## src/rtl/lsu_rv32i.sv

```systemverilog
// lsu_rv32i: single-outstanding RV32I load/store unit in front of data_mem_rv32i.
// Optional feature: define LSU_MISALIGN_TRAP_EN to trap misaligned accesses in the LSU;
// when undefined, misaligned requests go to memory unchanged and the memory decides.
module lsu_rv32i (
  input  logic        clk,
  input  logic        rst,
  input  logic        in_valid,
  output logic        in_ready,
  input  logic        in_is_load,
  input  logic        in_is_store,
  input  logic [2:0]  in_funct3,
  input  logic [31:0] in_addr,
  input  logic [31:0] in_wdata,
  input  logic [4:0]  in_rd,
  output logic        mem_we,
  output logic        mem_re,
  output logic [2:0]  mem_width_sel,
  output logic [8:0]  mem_addr,
  output logic [31:0] mem_wdata,
  input  logic [31:0] mem_rdata,
  output logic        out_valid,
  input  logic        out_ready,
  output logic        out_is_load,
  output logic [4:0]  out_rd,
  output logic [31:0] out_data,
  output logic        exc_misaligned,
  output logic        exc_fault,
  output logic        exc_illegal
);

  typedef enum logic [1:0] {IDLE, ACCESS, CAPTURE, RESP} state_t;

  state_t      state_q, state_d;
  logic [8:0]  addr_q;
  logic [31:0] wdata_q;
  logic [2:0]  width_q;
  logic        is_load_q;
  logic [4:0]  rd_q;
  logic [31:0] data_q;
  logic        out_is_load_q;
  logic        exc_m_q, exc_f_q, exc_i_q;

  logic        accept;
  logic        f3_ok;
  logic [2:0]  width_d;
  logic        illegal;
  logic        misaligned;
  logic        fault;
  logic        any_exc;

  assign in_ready = (state_q == IDLE) & ~rst;
  assign accept   = in_valid & in_ready;

  // Decode funct3 into the memory width code and detect illegal requests
  always_comb begin
    width_d = in_funct3;
    f3_ok   = 1'b0;
    if (in_is_load) begin
      unique case (in_funct3)
        3'b000:  begin width_d = 3'b000; f3_ok = 1'b1; end
        3'b001:  begin width_d = 3'b001; f3_ok = 1'b1; end
        3'b010:  begin width_d = 3'b010; f3_ok = 1'b1; end
        3'b100:  begin width_d = 3'b011; f3_ok = 1'b1; end
        3'b101:  begin width_d = 3'b100; f3_ok = 1'b1; end
        default: begin width_d = in_funct3; f3_ok = 1'b0; end
      endcase
    end else begin
      f3_ok = (in_funct3 == 3'b000) | (in_funct3 == 3'b001) | (in_funct3 == 3'b010);
    end
    illegal = (in_is_load == in_is_store) | ~f3_ok;
  end

`ifdef LSU_MISALIGN_TRAP_EN
  assign misaligned = ~illegal &
                      (((in_funct3[1:0] == 2'b01) & in_addr[0]) |
                       ((in_funct3[1:0] == 2'b10) & (in_addr[1:0] != 2'b00)));
`else
  assign misaligned = 1'b0;
`endif

  // Exceptions are mutually exclusive: illegal beats misaligned beats fault
  assign fault   = ~illegal & ~misaligned & (in_addr[31:9] != '0);
  assign any_exc = illegal | misaligned | fault;

  // State register
  always_ff @(posedge clk) begin
    if (rst) state_q <= IDLE;
    else     state_q <= state_d;
  end

  // Next-state logic: exceptions skip memory, stores skip capture
  always_comb begin
    state_d = state_q;
    unique case (state_q)
      IDLE:    if (accept) state_d = any_exc ? RESP : ACCESS;
      ACCESS:  state_d = is_load_q ? CAPTURE : RESP;
      CAPTURE: state_d = RESP;
      RESP:    if (out_ready) state_d = IDLE;
      default: state_d = IDLE;
    endcase
  end

  // Request capture on accept and load-data capture one cycle after the memory read
  always_ff @(posedge clk) begin
    if (rst) begin
      addr_q        <= '0;
      wdata_q       <= '0;
      width_q       <= '0;
      is_load_q     <= 1'b0;
      rd_q          <= '0;
      data_q        <= '0;
      out_is_load_q <= 1'b0;
      exc_m_q       <= 1'b0;
      exc_f_q       <= 1'b0;
      exc_i_q       <= 1'b0;
    end else if (accept) begin
      addr_q        <= in_addr[8:0];
      wdata_q       <= in_wdata;
      width_q       <= width_d;
      is_load_q     <= in_is_load;
      rd_q          <= in_rd;
      data_q        <= '0;
      out_is_load_q <= in_is_load & ~any_exc;
      exc_m_q       <= misaligned;
      exc_f_q       <= fault;
      exc_i_q       <= illegal;
    end else if (state_q == CAPTURE) begin
      data_q        <= mem_rdata;
    end
  end

  // Memory strobes only in ACCESS, and never while reset is asserted
  assign mem_re        = (state_q == ACCESS) & is_load_q & ~rst;
  assign mem_we        = (state_q == ACCESS) & ~is_load_q & ~rst;
  assign mem_addr      = addr_q;
  assign mem_width_sel = width_q;
  assign mem_wdata     = wdata_q;

  assign out_valid      = (state_q == RESP);
  assign out_is_load    = out_is_load_q;
  assign out_rd         = rd_q;
  assign out_data       = data_q;
  assign exc_misaligned = exc_m_q;
  assign exc_fault      = exc_f_q;
  assign exc_illegal    = exc_i_q;

endmodule

```

## config.mk

```make
export PLATFORM = sky130hd
export DESIGN_NAME = lsu_rv32i
export DESIGN_NICKNAME = d
export VERILOG_FILES = /design/src/rtl/lsu_rv32i.sv
export SDC_FILE = /design/constraint.sdc
export NUM_CORES = 1
export LEC_CHECK = 0
export CORE_ASPECT_RATIO = 1.1
export CORE_MARGIN = 2
export CORE_UTILIZATION = 37
export CTS_BUF_LIST = sky130_fd_sc_hd__clkbuf_16
export DETAILED_ROUTE_END_ITERATION = 8
export PLACE_DENSITY = 0.81
export SYNTH_ARGS = -nofsm -noshare
export SYNTH_HDL_FRONTEND = slang
export SYNTH_SLANG_ARGS = --single-unit
```

## constraint.sdc

```tcl
create_clock -name clk -period 1.95 [get_ports clk]
set_clock_uncertainty 0.05 [all_clocks]
set_input_delay 0.39 -clock clk [delete_from_list [all_inputs] [get_ports clk]]
set_output_delay 0.39 -clock clk [all_outputs]
set_load 0.03 [all_outputs]
```

==> results of run 1 <==
-- power groups by stage --
stage	Combinational [mW]	Clock (mW)	Sequential, mW
finish	2.83	1.59	2.35
floorplan	1.02	0	3.04
detailed placement	2.84	0	2.38
CTS	2.85	1.64	2.35
global route	3.01	1.75	2.39
global placement	2.79	0	2.36
-- cell usage after synthesis, types with 2 or more instances --
| library cell | count | area (sq um) |
|---|---|---|
| dfxtp_1 | 87 | 1740 |
| nand2_1 | 96 | 360 |
| mux2i_1 | 32 | 320 |
| buf_4 | 5 | 37.5 |
| o21ai_1 | 52 | 260 |
| nand3_1 | 4 | 20.0 |
| nor2_1 | 34 | 128 |
| nor2b_1 | 2 | 12.5 |
| nor4_1 | 5 | 31.3 |
| clkbuf_1 | 9 | 33.8 |
| o21ai_0 | 2 | 10.0 |
| inv_1 | 4 | 15.0 |
| buf_6 | 3 | 33.8 |
| nor3_1 | 2 | 10.0 |
| buf_2 | 6 | 30.0 |
| ha_1 | 5 | 62.6 |
| and3_1 | 3 | 18.8 |
-- area by class of cell --
cell class	instances	area, sq um
Sequential cell	87	1740
Timing Repair Buffer	205	2090
Clock buffer	9	225
Tap cell	114	143
Clock inverter	7	57.6
Multi-Input combinational cell	257	1400
Inverter	5	18.8
Fill cell	726	3070
-- repair_timing --
item / CTS / global route
cloned: 0 / 0
pin swaps: 0 / 0
endpoints found under the setup margin: 1 / 2
gates resized for setup: 1 / 2
-- cells by family (layout without fill, tap and decap cells) --
group	after synthesis	count (layout)	synth area share [%]
AND/OR/NAND/NOR	154	154	19.5
flip-flops	87	87	52.9
AO/OA/AOI/OAI	64	64	10.8
multiplexers	32	32	9.74
buffers and inverters	28	226	4.68
adder cells (fa/ha/maj)	5	5	1.90
other	1	1	0.114
XOR/XNOR	1	1	0.266
-- layer usage --
layer  global-route usage, %  up-vias  wire length, um
met2                    30.7      142             4280
met1                    22.5     1443             3840
li1                        -     1620                -
met4                    9.70        0              250
met5                       0        -                0
met3                    7.53       22             1000
-- stage by stage --
stage	utilization, %	setup WS (ps)
after CTS	64.9	25.8
after global placement	61.6	19.1
final	64.9	91.9
after floorplan	-	197
after detailed placement	61.6	-18.4
after global routing	64.9	11.9
-- registers in the layout, indices dropped and copies added (netlist names) --
name,flops
out_rd,5
mem_addr,9
state_q,2
out_is_load,1
exc_illegal,1
is_load_q,1
mem_wdata,32
mem_width_sel,3
exc_fault,1
out_data,32
-- final timing paths --
kind	startpoint	to	slack, ps
max	state_q[1]$_SDFFE_PP0P_	mem_re	90
max reg2reg	state_q[0]$_SDFFE_PP0P_	mem_wdata[16]$_SDFFE_PP0P_	330
min	out_rd[0]$_SDFFE_PP0P_	out_rd[0]$_SDFFE_PP0P_	400
min reg2reg	out_rd[0]$_SDFFE_PP0P_	out_rd[0]$_SDFFE_PP0P_	400
-- cell usage in the layout, fill, tap and decap left out, types with 2 or more instances in the layout --
cell             Yosys  routed
ha_2                 0       2
nor2b_1              2       2
nand2_1             96      96
nor3_1               2       2
clkbuf_16            0       9
and3_1               3       3
clkdlybuf4s50_1      0     192
clkinv_2             0       2
buf_4                5       6
inv_8                0       2
nor4_1               5       5
nand3_1              4       4
o21ai_1             52      52
inv_1                4       4
clkinv_4             0       2
ha_1                 5       3
mux2i_1             32      32
dfxtp_1             87      87
o21ai_0              2       2
nor2_1              34      34
buf_12               0       5
-- worst max-delay path: cells and delay by family (launching register included) --
family                   cells  cell delay, ps
flip-flops                   1             420
buffers and inverters        2             250
adder cells (fa/ha/maj)      1             220
AND/OR/NAND/NOR              1             200
==> flow_summary_export.csv, run 1 <==
group,metric,value,unit
status,status,"complete, no violations",
clock_tree,clk_pin_slew,70,ps
timing,slew_headroom,66.9,%
finish,post-route-cell-area,0.00567,sq mm
clock_tree,cts_tree,"built",
critical_path,cp_cell_sequence,"inv_1, ha_1, and3_1, buf_12",
grt,grt_pass1_vias,3175,
flow_run,maxCapViolations,0,
timing,fin_tns_setup,0,ps
synth,ys_ff_latch,87,
clock_tree,holdBufCountCts,0,
power,total_leakage_power,2.14,nW
synth,synth_edf_count,0,
power,comb_power_share,41.8,%
finish,nNetsFinal,680,
critical_path,required,1510,ps
drt,drc,0,
timing,fin_crit_sh,95.3,%
critical_path,r2r_cells,7,
drt,wirelength,9370,um
timing,finalHoldWorstSlack,397,ps
finish,drive_above_1_share,6.14,%
min_path,hold-path-cell-count,2,
drt,vias,3227,
power,clkPwrFrac,23.5,%
finish,fin_cells,684,
grt,grt_use_total,19.2,%
floorplan,start_util,37.6,%
drt,firstDrtPassIters,4,
drt,via_per_inst,4.72,
clock_tree,clockBufferDepth,2,
timing,worst_pin_slew,484,ps
grt,grt_pass1_wl,14600,um
timing,fin_crit,1860,ps
timing,drv_slew,0,
clock_tree,cts.sinks,87,
timing,finalHoldViolCount,0,
critical_path,worstSetupPathType,"flip-flop to output port",
synth,seq_area_frac_synth,52.9,%
critical_path,start_kind,"flip-flop",
power,pwr_density_cell,1190,mW/mm^2
critical_path,slowest_stage,"dfxtp_1",
power,pwr-share-seq,34.7,%
timing,setup_viol,0,
grt,grt_antenna_before_repair,0,
clock_tree,post_cts_buffers,0,
finish,antenna_cells,0,
synth,synth_fp_nets,487,
floorplan,pin_count,199,
placed_design,dp_cells,668,
clock_tree,cts-root-buf,"clkbuf_16",
synth,netlist_instances,372,
grt,grt_overflow_total,0,
finish,synthToLayoutAreaGrowth,72.5,%
min_path,hold_path.class,"flip-flop to flip-flop",
synth,synth-main-ff-cell,"dfxtp_1",
synth,synth-async-reset-ratio,0,%
synth,ys_types,38,
power,power_switching,2.46,mW
synth,syn_area,0.00329,sq mm
power,switching_share,36.3,%
placed_design,gp_congestion,0.883,
floorplan,num_rows,36,
clock_tree,numCtsBuffers,9,
power,total_power,6.77,mW
synth,syn_avg_cell_area,8.84,sq um
drt,drtIter0Drc,97,
critical_path,worstSetupEndpointType,"output port",
clock_tree,htreeDepth,3,
placed_design,dp_hpwl,7120,um
grt,grt_max_degree,53,
critical_path,slowest_delay,420,ps
timing,fmax,538,MHz
drt,ant_nets,0,
critical_path,crit_path_max_fanout,5,
floorplan,die_area,0.00966,sq mm
floorplan,coreArea,0.00874,sq mm
drt,wl_per_cell,13.7,um
placed_design,numPortBuffers,197,
floorplan,die_w,93.9,um
synth,ys_warn_count,0,
clock_tree,clk_latency,330,ps
critical_path,arrival,1420,ps
placed_design,dpl_cell_area,0.00539,sq mm
timing,rsz0062_at_grt,"no",
floorplan,die_height,103,um
power,ir_drop,0.000596,V
power,p_int,4.31,mW
No activity file was read; power rests on OpenSTA's default activity.
==> run 2, diff against run 1 <==
- CORE_UTILIZATION: 37 -> 38
- CTS_BUF_LIST: sky130_fd_sc_hd__clkbuf_16 -> sky130_fd_sc_hd__clkbuf_4
- GPL_TIMING_DRIVEN: default -> 0
- PLACE_DENSITY: 0.81 -> 0.83
- REMOVE_ABC_BUFFERS: default -> 1
==> run 2 against run 1 <==
  * Die area shrank 2.5%
  * Final cell count fell by 1.3%
  * Sequential cell count unchanged
  * Largest cell class unchanged
  * Largest power group unchanged
  * Utilization increased by 1.6 points
==> flow_summary_export.csv, run 2 (synthesis gave the netlist of run 1 again) <==
group,metric,value,unit
timing,setup_viol,0,
drt,vias,3230,
timing,finalHoldViolCount,0,
finish,utilization,66.5,%
finish,mostFrequentLayoutCell,"clkdlybuf4s50_1",
power,total_power,6.12,mW
status,status,"complete, no violations",
timing,slew_headroom,67.3,%
placed_design,dp_hpwl,6720,um
grt,grt_max_degree,48,
placed_design,numPortBuffers,197,
grt,grt_use_met1,22.4,%
drt,firstDrtPassIters,6,
min_path,hold_path.class,"input port to flip-flop",
floorplan,die_w,92.7,um
finish,drive_above_1_share,6.56,%
placed_design,gp_congestion,0.782,
timing,fin_crit_sh,97.0,%
critical_path,worstSetupPathType,"flip-flop to output port",
critical_path,cp_top_family,"buffers and inverters",
critical_path,required,1510,ps
critical_path,arrival,1450,ps
placed_design,dpl_cell_area,0.00529,sq mm
grt,grt_pass1_wl,15400,um
clock_tree,cts.sinks,87,
floorplan,die_height,102,um
clock_tree,clk_latency,400,ps
clock_tree,cts_tree,"built",
critical_path,cp_num_buf_inv,1,
grt,grt.met3_usage,7.44,%
critical_path,cp_cell_sequence,"clkdlybuf4s50_1",
drt,wl_per_cell,14.3,um
timing,drv_slew,0,
finish,post-route-cell-area,0.00559,sq mm
timing,finalHoldWorstSlack,343,ps
finish,nNetsFinal,675,
finish,mostFrequentLayoutCells,"clkdlybuf4s50_1 (145), nand2_1 (95), dfxtp_1 (85)",
timing,fin_tns_setup,0,ps
drt,drc,0,
finish,fillers,723,
finish,multi_input_area,0.00143,sq mm
finish,seqCellArea,0.00174,sq mm
power,total_leakage_power,2.81,nW
critical_path,r2r_start,"state_q[0]$_SDFFE_PP0P_",
grt,busiest_layer,"met2",
timing,worst_pin_slew,478,ps
drt,wirelength,9630,um
clock_tree,cts-root-buf,"clkbuf_4",
critical_path,worstSetupEndpointType,"output port",
floorplan,die_area,0.00942,sq mm
min_path,min_from,"rst",
grt,grt_overflow_total,0,
grt,use_met2,35.3,%
flow_run,maxCapViolations,0,
grt,grt_pass1_vias,3286,
drt,drtIter0Drc,107,
power,ir_drop,0.000653,V
floorplan,num_rows,35,
clock_tree,numCtsBuffers,9,
drt,via_per_inst,4.79,
clock_tree,clockBufferDepth,2,
critical_path,worstSetupStartpoint,"out_rd[4]$_SDFFE_PP0P_",
timing,fmax,529,MHz
grt,grt_use_total,20.3,%
floorplan,pin_count,199,
drt,ant_nets,0,
critical_path,start_kind,"flip-flop",
clock_tree,clk_pin_slew,120,ps
timing,fin_crit,1890,ps
finish,synthToLayoutAreaGrowth,70.0,%
grt,grt_antenna_before_repair,0,
clock_tree,htreeDepth,3,
critical_path,crit_path_max_fanout,2,
power,pwr_density_cell,1090,mW/mm^2
finish,antenna_cells,0,
floorplan,coreArea,0.00841,sq mm
critical_path,slowest_delay,700,ps
floorplan,start_util,39.1,%
critical_path,slowest_stage,"clkdlybuf4s50_1",
## run 2: cell types whose count changed in the layout (fill, tap and decap cells not counted), sizes merged
cell           delta
clkbuf            +4
buf               -8
clkinv            -2
dlygate4sd2       +2
bufinv            +2
clkdlybuf4s50    -47
and2              +1
inv               -2
dlymetal6s2s     +44
## run 2: repair_timing
| item | 4_1_cts | 5_1_grt |
|---|---|---|
| pin swaps | 0 | 0 |
| gates resized for setup | 28 | 59 |
| gates cloned | 2 | 0 |
| hold endpoints to repair | 0 | 0 |
| setup endpoints to repair | 87 | 83 |
| hold buffers | 0 | 0 |
| buffers inserted | 0 | 0 |
## run 2: worst paths after layout
path                               end  slack, ps  cells past startpoint
max                          out_rd[4]         60                      1
min            state_q[0]$_SDFFE_PP0P_        340                      2
max reg2reg     exc_fault$_SDFFE_PP0P_        150                      6
min reg2reg  mem_wdata[8]$_SDFFE_PP0P_        400                      2
## run 2: power breakdown
| part | switching [mW] | total [mW] | internal [mW] |
|---|---|---|---|
| clock | 0.562 | 0.972 | 0.410 |
| combinational | 1.57 | 2.80 | 1.23 |
| sequential | 0.193 | 2.34 | 2.15 |
| total | 2.32 | 6.12 | 3.79 |
## run 2: cell type report
cell class                 instances  area share, %
clock buffer                      11           1.48
timing repair buffer             198           37.4
multi-input combinational        258           25.6
tap                              111           2.48
timing repair inverter             1          0.157
clock inverter                     4          0.850
sequential                        87           31.2
inverter                           5          0.806
## run 2: per-layer routing
metal | part of all wire, % | vias to the layer above
li1 | - | 1612
met1 | 40 | 1459
met5 | 0 | -
met4 | 1.8 | 0
met3 | 9.3 | 18
met2 | 49 | 141
## run 2: metrics by stage
step           std cells  setup WS (ps)
2_1_floorplan        349           -156
3_3_place_gp         657          -1120
3_5_place_dp         658          -1150
4_1_cts              675           -245
5_1_grt              675          -12.2
6_report             675           58.8
==> run 3, diff against run 2 <==
- CORE_UTILIZATION: 38 -> 55
- DONT_BUFFER_PORTS: default -> 1
- GPL_ROUTABILITY_DRIVEN: default -> 0
- PLACE_DENSITY: 0.83 -> 0.71
- TNS_END_PERCENT: default -> 5
==> run 3 against run 2 <==
  * Maximum frequency down 1.3%
  * Via count down 18%
  * Clock power up 4%
  * Register-to-register slack worse by 50 ps
  * Global-route usage up 2.3 points
  * Wire length down 19%
  * Critical path depth up 2
  * Power down 12%
  * Non-clock buffer count down 167
  * Clock-buffer cell count down 2
  * Final cell count down 30%
  * Critical path type unchanged
  * Critical endpoint is now mem_we
  * Largest cell class is now flip-flops and latches
  * Largest power group is now sequential cells
==> flow_summary_export.csv, run 3 (synthesis gave the netlist of run 1 again) <==
group,metric,value,unit
status,status,"complete, no violations",
floorplan,coreArea,0.00577,sq mm
power,p_int,3.10,mW
clock_tree,cts.sinks,87,
timing,rsz0062_at_grt,"yes",
clock_tree,cts_tree,"built",
clock_tree,clockBufferDepth,2,
timing,fin_crit,1920,ps
min_path,hold-path-cell-count,2,
critical_path,worstSetupPathType,"flip-flop to output port",
timing,slew_headroom,37.9,%
drt,firstDrtPassIters,4,
power,pwr_density_cell,1430,mW/mm^2
min_path,hold_path.class,"input port to flip-flop",
finish,mostFrequentLayoutCells,"nand2_1 (95), dfxtp_1 (85), o21ai_1 (52)",
floorplan,die_w,77.7,um
critical_path,r2r_cells,5,
finish,antenna_cells,0,
critical_path,start_kind,"flip-flop",
grt,grt_pass1_vias,2396,
grt,grt_use_total,22.6,%
timing,finalHoldViolCount,0,
finish,synthToLayoutAreaGrowth,14.3,%
timing,fin_crit_sh,98.2,%
power,total_leakage_power,1.42,nW
critical_path,arrival,1480,ps
grt,grt_max_degree,54,
drt,drc,0,
power,switching_share,42.3,%
floorplan,num_rows,29,
critical_path,worstSetupEndpointType,"output port",
finish,post-route-cell-area,0.00376,sq mm
grt,grt_overflow_total,0,
power,pwr-share-seq,57.8,%
clock_tree,clk_latency,420,ps
clock_tree,htreeDepth,3,
grt,grt_antenna_before_repair,0,
floorplan,start_util,57.0,%
placed_design,place_ws,-378,ps
timing,worst_pin_slew,932,ps
power,comb_power_share,23.5,%
placed_design,dpl_cell_area,0.00325,sq mm
timing,drv_slew,0,
power,ir_drop,0.000835,V
drt,ant_nets,0,
clock_tree,clk_pin_slew,140,ps
flow_run,maxCapViolations,0,
power,clkPwrFrac,18.8,%
floorplan,pin_count,199,
drt,wl_per_cell,16.5,um
clock_tree,numCtsBuffers,9,
floorplan,die_area,0.00662,sq mm
finish,nNetsFinal,508,
timing,setup_viol,0,
drt,vias,2637,
drt,via_per_inst,5.55,
placed_design,numPortBuffers,0,
floorplan,die_height,85.1,um
drt,drtIter0Drc,66,
timing,fmax,522,MHz
grt,grt_pass1_wl,11600,um
clock_tree,post_cts_buffers,0,
placed_design,dp_hpwl,4880,um
finish,mostFrequentLayoutCell,"nand2_1",
critical_path,required,1510,ps
critical_path,crit_path_max_fanout,5,
power,power_switching,2.27,mW
clock_tree,cts-root-buf,"clkbuf_4",
drt,wirelength,7850,um
timing,setup_ws,34.2,ps
finish,drive_above_1_share,8.04,%
==> run 3: cell types whose count changed in the layout (fill, tap and decap cells not counted), moves of 2 or more <==
| cell | previous run | this run |
|---|---|---|
| clkdlybuf4s50_1 | 145 | 0 |
| clkbuf_4 | 12 | 9 |
| dlygate4sd2_1 | 3 | 0 |
| clkinv_4 | 0 | 2 |
| dlygate4sd3_1 | 0 | 31 |
| dlymetal6s2s_1 | 45 | 0 |
==> run 3: stage by stage <==
| stage | util, % | instances | power, mW | hold WS (ps) | setup TNS [ps] |
|---|---|---|---|---|---|
| 5_1_grt | 65.1 | 475 | 5.65 | -3.68 | -80.1 |
| 4_1_cts | 64.1 | 469 | 5.33 | 0.0357 | -8.52 |
| 6_report | 65.1 | 475 | 5.37 | 19.0 | 0 |
| 2_1_floorplan | - | 349 | 3.99 | 414 | -5110 |
| 3_3_place_gp | 56.3 | 426 | 4.20 | 424 | -20740 |
| 3_5_place_dp | 56.4 | 426 | 4.23 | 422 | -21340 |
==> run 3: layout make-up <==
class | instances | area (sq um)
Clock inverter | 7 | 72.6
Fill cell | 464 | 2010
Clock buffer | 9 | 67.6
Multi-Input combinational cell | 259 | 1450
Sequential cell | 87 | 1740
Timing Repair Buffer | 31 | 310
Inverter | 5 | 21.3
Tap cell | 77 | 96.3
==> run 3: final timing paths <==
kind                           startpoint                    endpoint  slack, ps
hold / removal                   in_rd[4]      out_rd[4]$_SDFFE_PP0P_         20
hold reg to reg   state_q[0]$_SDFFE_PP0P_     state_q[0]$_SDFFE_PP0P_        520
setup / recovery  state_q[1]$_SDFFE_PP0P_                      mem_we         30
setup reg to reg  state_q[1]$_SDFFE_PP0P_  mem_wdata[27]$_SDFFE_PP0P_        100
==> run 3: layer usage <==
layer  GRT usage, %  wire (um)  vias up
met5              0          0        -
met4           11.4        227        0
met3           8.83        792       20
met2           38.0       3910      145
met1           24.6       2910     1200
li1               -          -     1272
==> run 3: worst max-delay path: stages (launching register included) <==
cell and delay, ps:
dfxtp_2 370, inv_2 100, ha_2 200, nor3b_4 380
==> run 3: power by group through the flow <==
stage | Sequential, mW | Clock (mW) | Combinational [mW]
4_1_cts | 3.09 | 1.03 | 1.21
3_5_place_dp | 3.12 | 0 | 1.11
5_1_grt | 3.14 | 1.12 | 1.40
3_3_place_gp | 3.12 | 0 | 1.08
2_1_floorplan | 3.04 | 0 | 0.954
6_report | 3.10 | 1.01 | 1.26
==> run 3: repair_timing <==
| item | in CTS | in global routing |
|---|---|---|
| gates cloned | 1 | 1 |
| resized for setup | 11 | 2 |
| hold buffers | 26 | 5 |
| endpoints found under the setup margin | 83 | 10 |
| endpoints found under the hold margin | 26 | 5 |
| pin swaps | 1 | 2 |
